`src/rtl/systolic_array_scheduler.sv`:
```
// -----------------------------------------------------------------------------
// systolic_array_scheduler
//
// Purpose:
//   Sequences one output-stationary matrix-multiply tile on a SIZE x SIZE
//   PE array. The flow is:
//     - clear the PE accumulators;
//     - issue skewed A-row and B-column operand streams;
//     - wait PE_LAT cycles for the array to settle;
//     - drain the SIZE*SIZE results in row-major order over valid/ready.
//   The PE array has no control logic of its own. Every array timing
//   decision is made here.
//
// Parameters:
//   SIZE    array dimension (rows = cols), must be >= 2
//   K_MAX   maximum inner dimension per tile
//   KW      width of k_len
//   KIW     width of one operand k index
//   PE_LAT  cycles from the last operand entering PE[SIZE-1][SIZE-1] until
//           its sum is valid
//
// Ports:
//   clk, rst           clock; synchronous active-high reset
//   start, k_len       tile request; sampled only in IDLE
//   busy               high in every state except IDLE (registered)
//   done               one-cycle pulse after the last result handshake
//   cmd_err            one-cycle pulse, the cycle after an illegal start
//   acc_clear          one-cycle pulse clearing all PE accumulators
//   a_row_valid/a_row_k   per-row operand valid and k index (slice r)
//   b_col_valid/b_col_k   per-column operand valid and k index (slice c)
//   res_valid/res_ready   result handshake
//   res_row/res_col       coordinates of the offered result
//   res_last              high with the final element (SIZE-1, SIZE-1)
//   perf_stall_cycles     count of drain cycles stalled by the consumer
//
// Optional feature:
//   Define SYSTOLIC_SCHED_PERF_CNT_EN to build the saturating drain-stall
//   counter. Without it, perf_stall_cycles is tied to zero.
// -----------------------------------------------------------------------------
module systolic_array_scheduler #(
   parameter int SIZE   = 4,
   parameter int K_MAX  = 16,
   parameter int KW     = $clog2(K_MAX + 1),
   parameter int KIW    = $clog2(K_MAX),
   parameter int PE_LAT = 1
) (
   input  logic                    clk,
   input  logic                    rst,
   input  logic                    start,
   input  logic [KW-1:0]           k_len,
   output logic                    busy,
   output logic                    done,
   output logic                    cmd_err,
   output logic                    acc_clear,
   output logic [SIZE-1:0]         a_row_valid,
   output logic [SIZE*KIW-1:0]     a_row_k,
   output logic [SIZE-1:0]         b_col_valid,
   output logic [SIZE*KIW-1:0]     b_col_k,
   output logic                    res_valid,
   input  logic                    res_ready,
   output logic [$clog2(SIZE)-1:0] res_row,
   output logic [$clog2(SIZE)-1:0] res_col,
   output logic                    res_last,
   output logic [15:0]             perf_stall_cycles
);

   localparam int RW  = $clog2(SIZE);
   localparam int NEL = SIZE * SIZE;
   localparam int EW  = $clog2(NEL);
   // The step counter must reach k_reg + 2*SIZE - 3.
   // It must also hold r + k_reg for every row, for the window compare.
   localparam int TW  = $clog2(K_MAX + 2 * SIZE);
   localparam int SW  = (PE_LAT > 1) ? $clog2(PE_LAT) : 1;

   localparam logic [2:0] S_IDLE   = 3'd0;
   localparam logic [2:0] S_CLEAR  = 3'd1;
   localparam logic [2:0] S_FEED   = 3'd2;
   localparam logic [2:0] S_SETTLE = 3'd3;
   localparam logic [2:0] S_DRAIN  = 3'd4;
   localparam logic [2:0] S_DONE   = 3'd5;

   logic [2:0]    state_q, state_d;
   logic [KW-1:0] k_reg_q, k_reg_d;
   logic [TW-1:0] t_q, t_d;
   logic [SW-1:0] lat_q, lat_d;
   logic [EW-1:0] e_q, e_d;
   logic          busy_q;
   logic          cmd_err_q, cmd_err_d;

   logic          k_legal;
   logic          feed_last;
   logic          drain_last;

   assign k_legal    = (k_len != '0) && (k_len <= KW'(K_MAX));
   assign feed_last  = (t_q == (TW'(k_reg_q) + TW'(2 * SIZE - 3)));
   assign drain_last = (e_q == EW'(NEL - 1));

   // ---------------------------------------------------------------- next state
   always_comb begin
      state_d   = state_q;
      k_reg_d   = k_reg_q;
      t_d       = t_q;
      lat_d     = lat_q;
      e_d       = e_q;
      cmd_err_d = 1'b0;
      case (state_q)
         S_IDLE: begin
            if (start) begin
               if (k_legal) begin
                  k_reg_d = k_len;
                  state_d = S_CLEAR;
               end else begin
                  cmd_err_d = 1'b1;
               end
            end
         end
         S_CLEAR: begin
            t_d     = '0;
            state_d = S_FEED;
         end
         S_FEED: begin
            if (feed_last) begin
               lat_d = '0;
               e_d   = '0;
               // With zero PE latency the last sum is already valid.
               state_d = (PE_LAT == 0) ? S_DRAIN : S_SETTLE;
            end else begin
               t_d = t_q + TW'(1);
            end
         end
         S_SETTLE: begin
            if (lat_q == SW'(PE_LAT - 1)) begin
               e_d     = '0;
               state_d = S_DRAIN;
            end else begin
               lat_d = lat_q + SW'(1);
            end
         end
         S_DRAIN: begin
            if (res_ready) begin
               if (drain_last) begin
                  state_d = S_DONE;
               end else begin
                  e_d = e_q + EW'(1);
               end
            end
         end
         S_DONE: begin
            state_d = S_IDLE;
         end
         default: begin
            state_d = S_IDLE;
         end
      endcase
   end

   // ---------------------------------------------------------------- state registers
   always_ff @(posedge clk) begin
      if (rst) begin
         state_q   <= S_IDLE;
         k_reg_q   <= '0;
         t_q       <= '0;
         lat_q     <= '0;
         e_q       <= '0;
         busy_q    <= 1'b0;
         cmd_err_q <= 1'b0;
      end else begin
         state_q   <= state_d;
         k_reg_q   <= k_reg_d;
         t_q       <= t_d;
         lat_q     <= lat_d;
         e_q       <= e_d;
         // Registered from the next state, so it always tracks state_q.
         busy_q    <= (state_d != S_IDLE);
         cmd_err_q <= cmd_err_d;
      end
   end

   // ---------------------------------------------------------------- operand skew
   // Row r (and column r) is live for k_reg cycles starting at step t = r.
   // During that window it carries k = t - r.
   // PE(r,c) therefore sees matching indices at t = k + r + c.
   // Rows and columns follow the same rule, so one vector drives both buses.
   logic [SIZE-1:0]     op_valid;
   logic [SIZE*KIW-1:0] op_k;
   logic [TW-1:0]       op_diff;

   always_comb begin
      op_valid = '0;
      op_k     = '0;
      op_diff  = '0;
      for (int r = 0; r < SIZE; r++) begin
         if ((state_q == S_FEED) && (t_q >= TW'(r)) &&
             (t_q < (TW'(r) + TW'(k_reg_q)))) begin
            op_valid[r]           = 1'b1;
            op_diff               = t_q - TW'(r);
            op_k[r*KIW +: KIW]    = op_diff[KIW-1:0];
         end
      end
   end

   assign a_row_valid = op_valid;
   assign a_row_k     = op_k;
   assign b_col_valid = op_valid;
   assign b_col_k     = op_k;

   // ---------------------------------------------------------------- result drain
   logic [EW-1:0] row_full;
   logic [EW-1:0] col_full;

   assign row_full  = e_q / EW'(SIZE);
   assign col_full  = e_q % EW'(SIZE);

   assign res_valid = (state_q == S_DRAIN);
   // Coordinates are zero outside DRAIN.
   // Otherwise the final e would linger on the bus while idle.
   assign res_row   = res_valid ? row_full[RW-1:0] : '0;
   assign res_col   = res_valid ? col_full[RW-1:0] : '0;
   assign res_last  = res_valid && drain_last;

   assign busy      = busy_q;
   assign done      = (state_q == S_DONE);
   assign acc_clear = (state_q == S_CLEAR);
   assign cmd_err   = cmd_err_q;

   // ---------------------------------------------------------------- stall counter
`ifdef SYSTOLIC_SCHED_PERF_CNT_EN
   logic [15:0] perf_q;

   always_ff @(posedge clk) begin
      if (rst) begin
         perf_q <= '0;
      end else if (state_q == S_CLEAR) begin
         perf_q <= '0;
      end else if ((state_q == S_DRAIN) && !res_ready && (perf_q != 16'hFFFF)) begin
         perf_q <= perf_q + 16'd1;
      end
   end

   assign perf_stall_cycles = perf_q;
`else
   assign perf_stall_cycles = 16'd0;
`endif

endmodule

```
`config.mk`:
```
export PLATFORM = sky130hd
export DESIGN_NAME = systolic_array_scheduler
export DESIGN_NICKNAME = d
export VERILOG_FILES = /design/src/rtl/systolic_array_scheduler.sv
export SDC_FILE = /design/constraint.sdc
export NUM_CORES = 1
export LEC_CHECK = 0
export CORE_ASPECT_RATIO = 1.4
export CORE_MARGIN = 2
export CORE_UTILIZATION = 49
export DETAILED_ROUTE_END_ITERATION = 16
export PLACE_DENSITY = 0.86
export SLEW_MARGIN = 5
export SYNTH_ARGS = -nofsm -noshare
export SYNTH_HDL_FRONTEND = slang
export SYNTH_SLANG_ARGS = --single-unit
```
`constraint.sdc`:
```
create_clock -name clk -period 5.7 [get_ports clk]
set_clock_uncertainty 0.2 [all_clocks]
set_input_delay 1.14 -clock clk [delete_from_list [all_inputs] [get_ports clk]]
set_output_delay 1.14 -clock clk [all_outputs]
set_load 0.05 [all_outputs]
```
==> metrics.md, run 1 <==
| Metric | Value |
|---|---|
| Run status | `finished, final reports clean` |
| Floorplan row count | `28` |
| Yosys top cell by area | `ha_1` |
| CTS max path bufs | `2` |
| Final period util | `0.8201` |
| Routed wire length | `4531 um` |
| Root Driver | `clkbuf_8` |
| Hold Slack | `0.3256 ns` |
| Largest net degree at the start of global routing | `18` |
| DR vias/cell | `5.372` |
| Critical Path RT | `4.36 ns` |
| Min-Delay Path Class | `flip-flop to flip-flop` |
| Top post-synthesis cells by count | `buf_4, ha_1, dfxtp_1` |
| Finished layout cell area | `2522 sq um` |
| Slowest stage cell, crit path | `clkdlybuf4s50_1` |
| Final Hold Viols | `0` |
| DR WL/cell | `13.49 um` |
| Worst setup slack after layout | `1.025 ns` |
| EDFF count, synth | `0` |
| Initial Util | `0.5057` |
| CP max FO | `7` |
| Port Buffers | `58` |
| Post-Syn Instances | `259` |
| DR vias | `1805` |
| Die Ht | `81.61 um` |
| DIE AREA | `4850 sq um` |
| Die X | `59.44 um` |
| Stages on the worst setup path | `9` |
| Starting DRT DRC Count | `55` |
| Share of layout cells above drive strength 1 | `0.03436` |
| Max frequency | `0.2139 GHz` |
| Setup bufs post-CTS | `0` |
| Setup Total Neg Slack | `0 ns` |
| Clock sinks | `19` |
| Post-synth cell types | `45` |
| Tmin final | `4.675 ns` |
| Post-synthesis simple-gate area fraction | `0.1970` |
| Worst VDD drop | `156.1 uV` |
| Synthesized-area fraction occupied by adder cells | `0.1899` |
| WS Path Type | `flip-flop to primary output` |
| CTS Buf Count | `3` |
| Initial DRT Pass Iterations | `4` |
| HPWL after DPL | `3700 um` |
| Pre-CTS setup slack | `1.299 ns` |
| Crit path launch type | `flip-flop` |
| Syn_area_per_cell | `8.140 sq um` |
| CTS tree | `yes` |
| Synth Area in Compound Gates | `0.1448` |
| Count leader, synth | `buf_4` |
| Most used cell, CP | `o21a_1` |
| Top Family by Delay on Critical Path | `buffers and inverters` |
| Initial antenna violation count | `0` |
| CP Data Arrival Time | `3.33 ns` |
| Leakage power | `1.007 nW` |
| Sequential-to-total area share from yosys stat | `0.1804` |
| Largest family of logic cells by synthesized area | `simple AND/OR/NAND/NOR gates` |
| RSZ-0062 raised after global routing | `false` |
| Mux share of post-synthesis cell area | `0.03027` |
| First-pass GRT wire length | `7624 um` |
| Worst path cell trace | `inv_1 > ha_1 > ha_1 > nor2b_1 > o21a_1 > o21a_1 > o21a_1 > nor4_1 > clkdlybuf4s50_1` |
| DRC viols | `0` |
| H-tree depth | `1` |
| Flops & latches, synth | `19` |
| Post-Syn Area | `2108 sq um` |
| Post-DRT Antenna Nets | `0` |
| Ranking of synthesized cells by area | `ha_1, dfxtp_1, buf_4` |
| Post-synthesis xor/xnor area fraction | `0.07834` |
| Async SR Flop Fraction | `0` |
| Post-CTS sizing | `0` |
| Vias in the first global route | `1757` |
| Pwr Density | `139.7 nW/um^2` |
| Top_reg_cell synth | `dfxtp_1` |
| R2r worst-path depth | `9` |
| Top cell type's share of synthesized area | `0.1899` |
| Hold Buf Count CTS | `0` |
| # diodes | `0` |
| Post-DP Area | `2476 sq um` |
| Least-Margin Pin Slew | `0.6108 ns` |
| Final setup vio count | `0` |
| YS warnings | `0` |
| Clock transition at the registers of the reported paths | `0.07 ns` |
| Final core occ | `0.6050` |
| WHS Path Cells | `2` |
| Placeable Area | `4169 sq um` |
| GRT Overall Usage | `0.1972` |
| Final estimated routing congestion in global placement | `0.8543` |
| Worst setup EP type | `primary output` |
| GRT overflow | `0` |
| Latest clock arrival within the worst-skew pair | `0.26 ns` |
| Max-Cap Viols | `0` |
| Io pins | `75` |
| Area Growth Syn to Fin | `19.64%` |
| Final nets | `333` |
| Rel. slew slack | `0.5922` |
| Max incr delay on CP | `0.91 ns` |
| WP buf/inv | `2` |
| Final Max Slew Viols | `0` |
cell usage in the layout (no fill, tap or decap), drive strengths merged, types with 2 or more instances in the layout:
| master | n |
|---|---|
| clkdlybuf4s50 | 58 |
| ha | 32 |
| dfxtp | 19 |
| nor2 | 18 |
| xnor2 | 17 |
| conb | 16 |
| nor3 | 14 |
| a21oi | 14 |
| inv | 13 |
| nand2 | 10 |
| o21a | 9 |
| nand3 | 9 |
| o21ai | 7 |
| nor2b | 6 |
| mux2i | 6 |
| and2 | 4 |
| or3 | 4 |
| nand2b | 3 |
| o31ai | 3 |
| clkbuf | 3 |
| nor3b | 3 |
| a31oi | 3 |
| a311oi | 2 |
| nor4 | 2 |
| o2111ai | 2 |
| nand4 | 2 |
state kept, by name (all words and copies together), names as in the netlist:
register / count
state_q: 3
cmd_err: 1
busy: 1
t_q: 5
e_q: 4
k_reg_q: 5
stage by stage:
step                      instances  power, mW
final                           336     0.3524
after global routing            336     0.3697
after CTS                       336     0.3543
after detailed placement        332     0.2612
after global placement          332     0.2588
after floorplan                 274     0.2467
layout make-up:
cell class | count | area [sq um]
clock buffers | 3 | 41.29
flip-flops and latches | 19 | 380.4
multi-input cells | 197 | 1410
inverters | 13 | 48.80
repair buffers | 58 | 580.6
fillers | 379 | 1647
clock inverters | 1 | 5.005
well taps | 45 | 56.30
logic make-up after synthesis:
group | Yosys count
mux | 6
simple gates | 79
xor+xnor | 18
compound gates | 46
other cells | 1
flops | 19
buf+inv | 58
fa+ha+maj | 32
path summary, 6_finish.rpt:
kind                   start           to  slack [ns]
hold reg to reg       e_q[1]       e_q[1]        0.33
hold / removal        e_q[1]       e_q[1]        0.33
setup / recovery  k_reg_q[1]  b_col_k[14]        1.03
setup reg to reg  k_reg_q[1]       e_q[1]        3.09
worst reg2reg max path, stage by stage (launching register included):
cell,delay (ns)
dfxtp_1,0.45
inv_1,0.12
ha_1,0.31
inv_1,0.04
ha_1,0.29
nand3_1,0.09
mux2i_2,0.26
a31oi_2,0.23
or3_1,0.39
a21oi_1,0.14
power by group:
part / switching, mW / total (mW) / leakage (nW) / internal [mW]
clock: 0.0455 / 0.0941 / 0.0255 / 0.0486
combinational: 0.0748 / 0.112 / 0.827 / 0.0373
sequential: 0.00860 / 0.146 / 0.154 / 0.137
metal layers:
| layer | track usage | vias to the layer above | wire length (um) |
|---|---|---|---|
| met5 | 0 | - | 0 |
| met4 | 0.06591 | 0 | 51 |
| met3 | 0.01417 | 5 | 210 |
| met2 | 0.3824 | 59 | 2456 |
| met1 | 0.2182 | 836 | 1812 |
| li1 | - | 905 | - |
Power figures use the tool's default switching activity.
==> inputs of run 2 (changes only) <==
CORE_UTILIZATION = 41   (was 49)
PLACE_DENSITY = 0.77   (was 0.86)
clock period = 4.3 ns   (was 5.7 ns; I/O delays follow)
==> metrics.md, run 2 (synthesized netlist as in run 1, its figures left out) <==
| Metric | Value |
|---|---|
| Largest net degree at the start of global routing | `18 (unchanged)` |
| Floorplan row count | `30 (was 28)` |
| Clock power frac | `0.262 (was 0.267)` |
| Commonest non-fill, non-tap cells in the layout | `clkdlybuf4s50_1, ha_1, dfxtp_1, nor2_1 (unchanged)` |
| CP Data Arrival Time | `3.06 ns (was 3.33 ns)` |
| Final period util | `0.9580` |
| Rel. slew slack | `0.5833 (was 0.5922)` |
| Final estimated routing congestion in global placement | `0.8326 (was 0.8543)` |
| Slowest stage cell, crit path | `clkdlybuf4s50_1 (unchanged)` |
| Die Ht | `88.85 um (was 81.61 um)` |
| Routed wire length | `4447 um (was 4531 um)` |
| Clock sinks | `19 (unchanged)` |
| Max frequency | `0.2428 GHz` |
| Critical Path RT | `3.24 ns (was 4.36 ns)` |
| Net Sw Frac | `0.3585 (was 0.3658)` |
| Initial antenna violation count | `0 (unchanged)` |
| Final Hold Viols | `0 (unchanged)` |
| CTS Buf Count | `3 (unchanged)` |
| Comb power frac | `0.323 (was 0.318)` |
| GRT overflow | `0 (unchanged)` |
| CP max FO | `7 (unchanged)` |
| CTS max path bufs | `2 (unchanged)` |
| # diodes | `0 (unchanged)` |
| Internal | `0.2978 mW (was 0.2235 mW)` |
| Final Max Slew Viols | `0 (unchanged)` |
| Worst setup slack after layout | `0.1808 ns (was 1.025 ns)` |
| Latest clock arrival within the worst-skew pair | `0.25 ns (was 0.26 ns)` |
| WS Path Type | `flip-flop to primary output (unchanged)` |
| Top Family by Delay on Critical Path | `buffers and inverters (unchanged)` |
| Final nets | `335 (was 333)` |
| Initial DRT Pass Iterations | `4 (unchanged)` |
| Io pins | `75 (unchanged)` |
| Die X | `64.61 um (was 59.44 um)` |
| Run status | `finished, final reports clean (unchanged)` |
| Vias in the first global route | `1675 (was 1757)` |
| Tmin final | `4.119 ns` |
| Seq pwr share | `0.415 (about the same)` |
| Port Buffers | `58 (unchanged)` |
| Pwr Density | `180.3 nW/um^2 (was 139.7 nW/um^2)` |
| Top Registers | `k_reg_q: 5 flops, t_q: 5 flops, e_q: 4 flops (unchanged)` |
| Initial Util | `0.4288 (was 0.5057)` |
| Clock transition at the registers of the reported paths | `0.07 ns (about the same)` |
| Final setup vio count | `0 (unchanged)` |
| Worst VDD drop | `204.6 uV (was 156.1 uV)` |
| GRT Overall Usage | `0.1584 (was 0.1972)` |
| CTS tree | `yes (unchanged)` |
| Worst path cell trace | `inv_1 > ha_1 > ha_1 > nor2b_1 > o21a_1 > o21a_1 > o21a_1 > nor2_1 > clkdlybuf4s50_1 (was inv_1 > ha_1 > ha_1 > nor2b_1 > o21a_1 > o21a_1 > o21a_1 > nor4_1 > clkdlybuf4s50_1)` |
| WP buf/inv | `2 (unchanged)` |
| Share of layout cells above drive strength 1 | `0.06485 (was 0.03436)` |
| DR WL/cell | `12.46 um (was 13.49 um)` |
| H-tree depth | `1 (unchanged)` |
| Placeable Area | `4917 sq um (was 4169 sq um)` |
| First-pass GRT wire length | `7383 um (was 7624 um)` |
| RSZ-0062 raised after global routing | `false (unchanged)` |
| Pre-CTS setup slack | `0.2693 ns (was 1.299 ns)` |
| HPWL after DPL | `3581 um (was 3700 um)` |
| Post-DRT Antenna Nets | `0 (unchanged)` |
| DR vias | `1804 (was 1805)` |
| Min-Delay Path Class | `flip-flop to flip-flop (unchanged)` |
| Least-Margin Pin Slew | `0.6241 ns (was 0.6108 ns)` |
| Area Growth Syn to Fin | `22.14% (was 19.64%)` |
| Leakage power | `1.209 nW (was 1.007 nW)` |
| Crit path launch type | `flip-flop (unchanged)` |
| Commonest non-fill, non-tap cell in the layout | `clkdlybuf4s50_1 (unchanged)` |
| DRC viols | `0 (unchanged)` |
| DIE AREA | `5740 sq um (was 4850 sq um)` |
| Final core occ | `0.5237 (was 0.6050)` |
| Worst setup EP type | `primary output (unchanged)` |
| Max-Cap Viols | `0 (unchanged)` |
| Setup bufs post-CTS | `0 (unchanged)` |
| Switching power | `0.1665 mW (was 0.1289 mW)` |
| DR vias/cell | `5.053 (was 5.372)` |
| Max incr delay on CP | `0.83 ns (was 0.91 ns)` |
| Starting DRT DRC Count | `49 (was 55)` |
| Root Driver | `clkbuf_8 (unchanged)` |
| Most used cell, CP | `o21a_1 (unchanged)` |
[run 2: cell types whose count changed in the layout (fill, tap and decap cells not counted)]
cell,change
nor4_2,+1
dlygate4sd2_1,+3
buf_4,+8
clkdlybuf4s50_1,-18
dlymetal6s2s_1,+9
nor3b_1,-1
clkbuf_1,+1
nor4_1,-1
nor3b_2,+1
clkinv_2,-1
[run 2: tightest hold or removal path, stage by stage, from the launching register on]
cell and delay (ns):
dfxtp_1 0.33, o21ai_0 0.07, a21oi_1 0.06
[run 2: cell type report]
type / instances / area [sq um]
fill: 495 / 2342
multi-input combinational: 197 / 1421
timing repair buffer: 60 / 599.3
sequential: 19 / 380.4
tap: 64 / 80.08
inverter: 13 / 48.80
clock buffer: 4 / 45.04
[run 2: metrics by stage]
step	total power, mW	area [sq um]	cells	hold slack, ns	TNS, ns
after global routing	0.4892	2575	357	0.3581	0
after floorplan	0.3272	2176	274	0.2746	-0.06509
after detailed placement	0.3466	2511	353	0.3078	0
after global placement	0.3450	2511	353	0.2961	0
final	0.4643	2575	357	0.3109	0
after CTS	0.4684	2552	357	0.3182	0
[run 2: routing by layer]
| metal | global-route usage | wire (um) | up-vias |
|---|---|---|---|
| met5 | 0 | 0 | - |
| met4 | 0.05609 | 48 | 0 |
| met3 | 0.01018 | 185 | 4 |
| met2 | 0.3116 | 2347 | 52 |
| met1 | 0.1780 | 1864 | 838 |
| li1 | - | - | 910 |
[run 2: path summary, 6_finish.rpt]
kind / startpoint / endpoint / slack (ns) / cells after the start
min: e_q[1] / e_q[1] / 0.31 / 2
max: k_reg_q[1] / a_row_valid[3] / 0.18 / 9
min reg2reg: e_q[1] / e_q[1] / 0.31 / 2
max reg2reg: k_reg_q[1] / e_q[1] / 1.63 / 9
[run 2: power groups by stage]
stage | Sequential, mW | Combinational [mW] | Clock, mW
CTS | 0.193 | 0.151 | 0.125
finish | 0.193 | 0.150 | 0.122
floorplan | 0.196 | 0.131 | 0
global placement | 0.196 | 0.149 | 0
detailed placement | 0.197 | 0.150 | 0
global route | 0.194 | 0.164 | 0.131
[run 2: timing repair]
item                                    4_1_cts  5_1_grt
pin swaps                                     0        0
resized for setup                             3        9
hold buffers                                  0        0
endpoints found under the setup margin        3        9
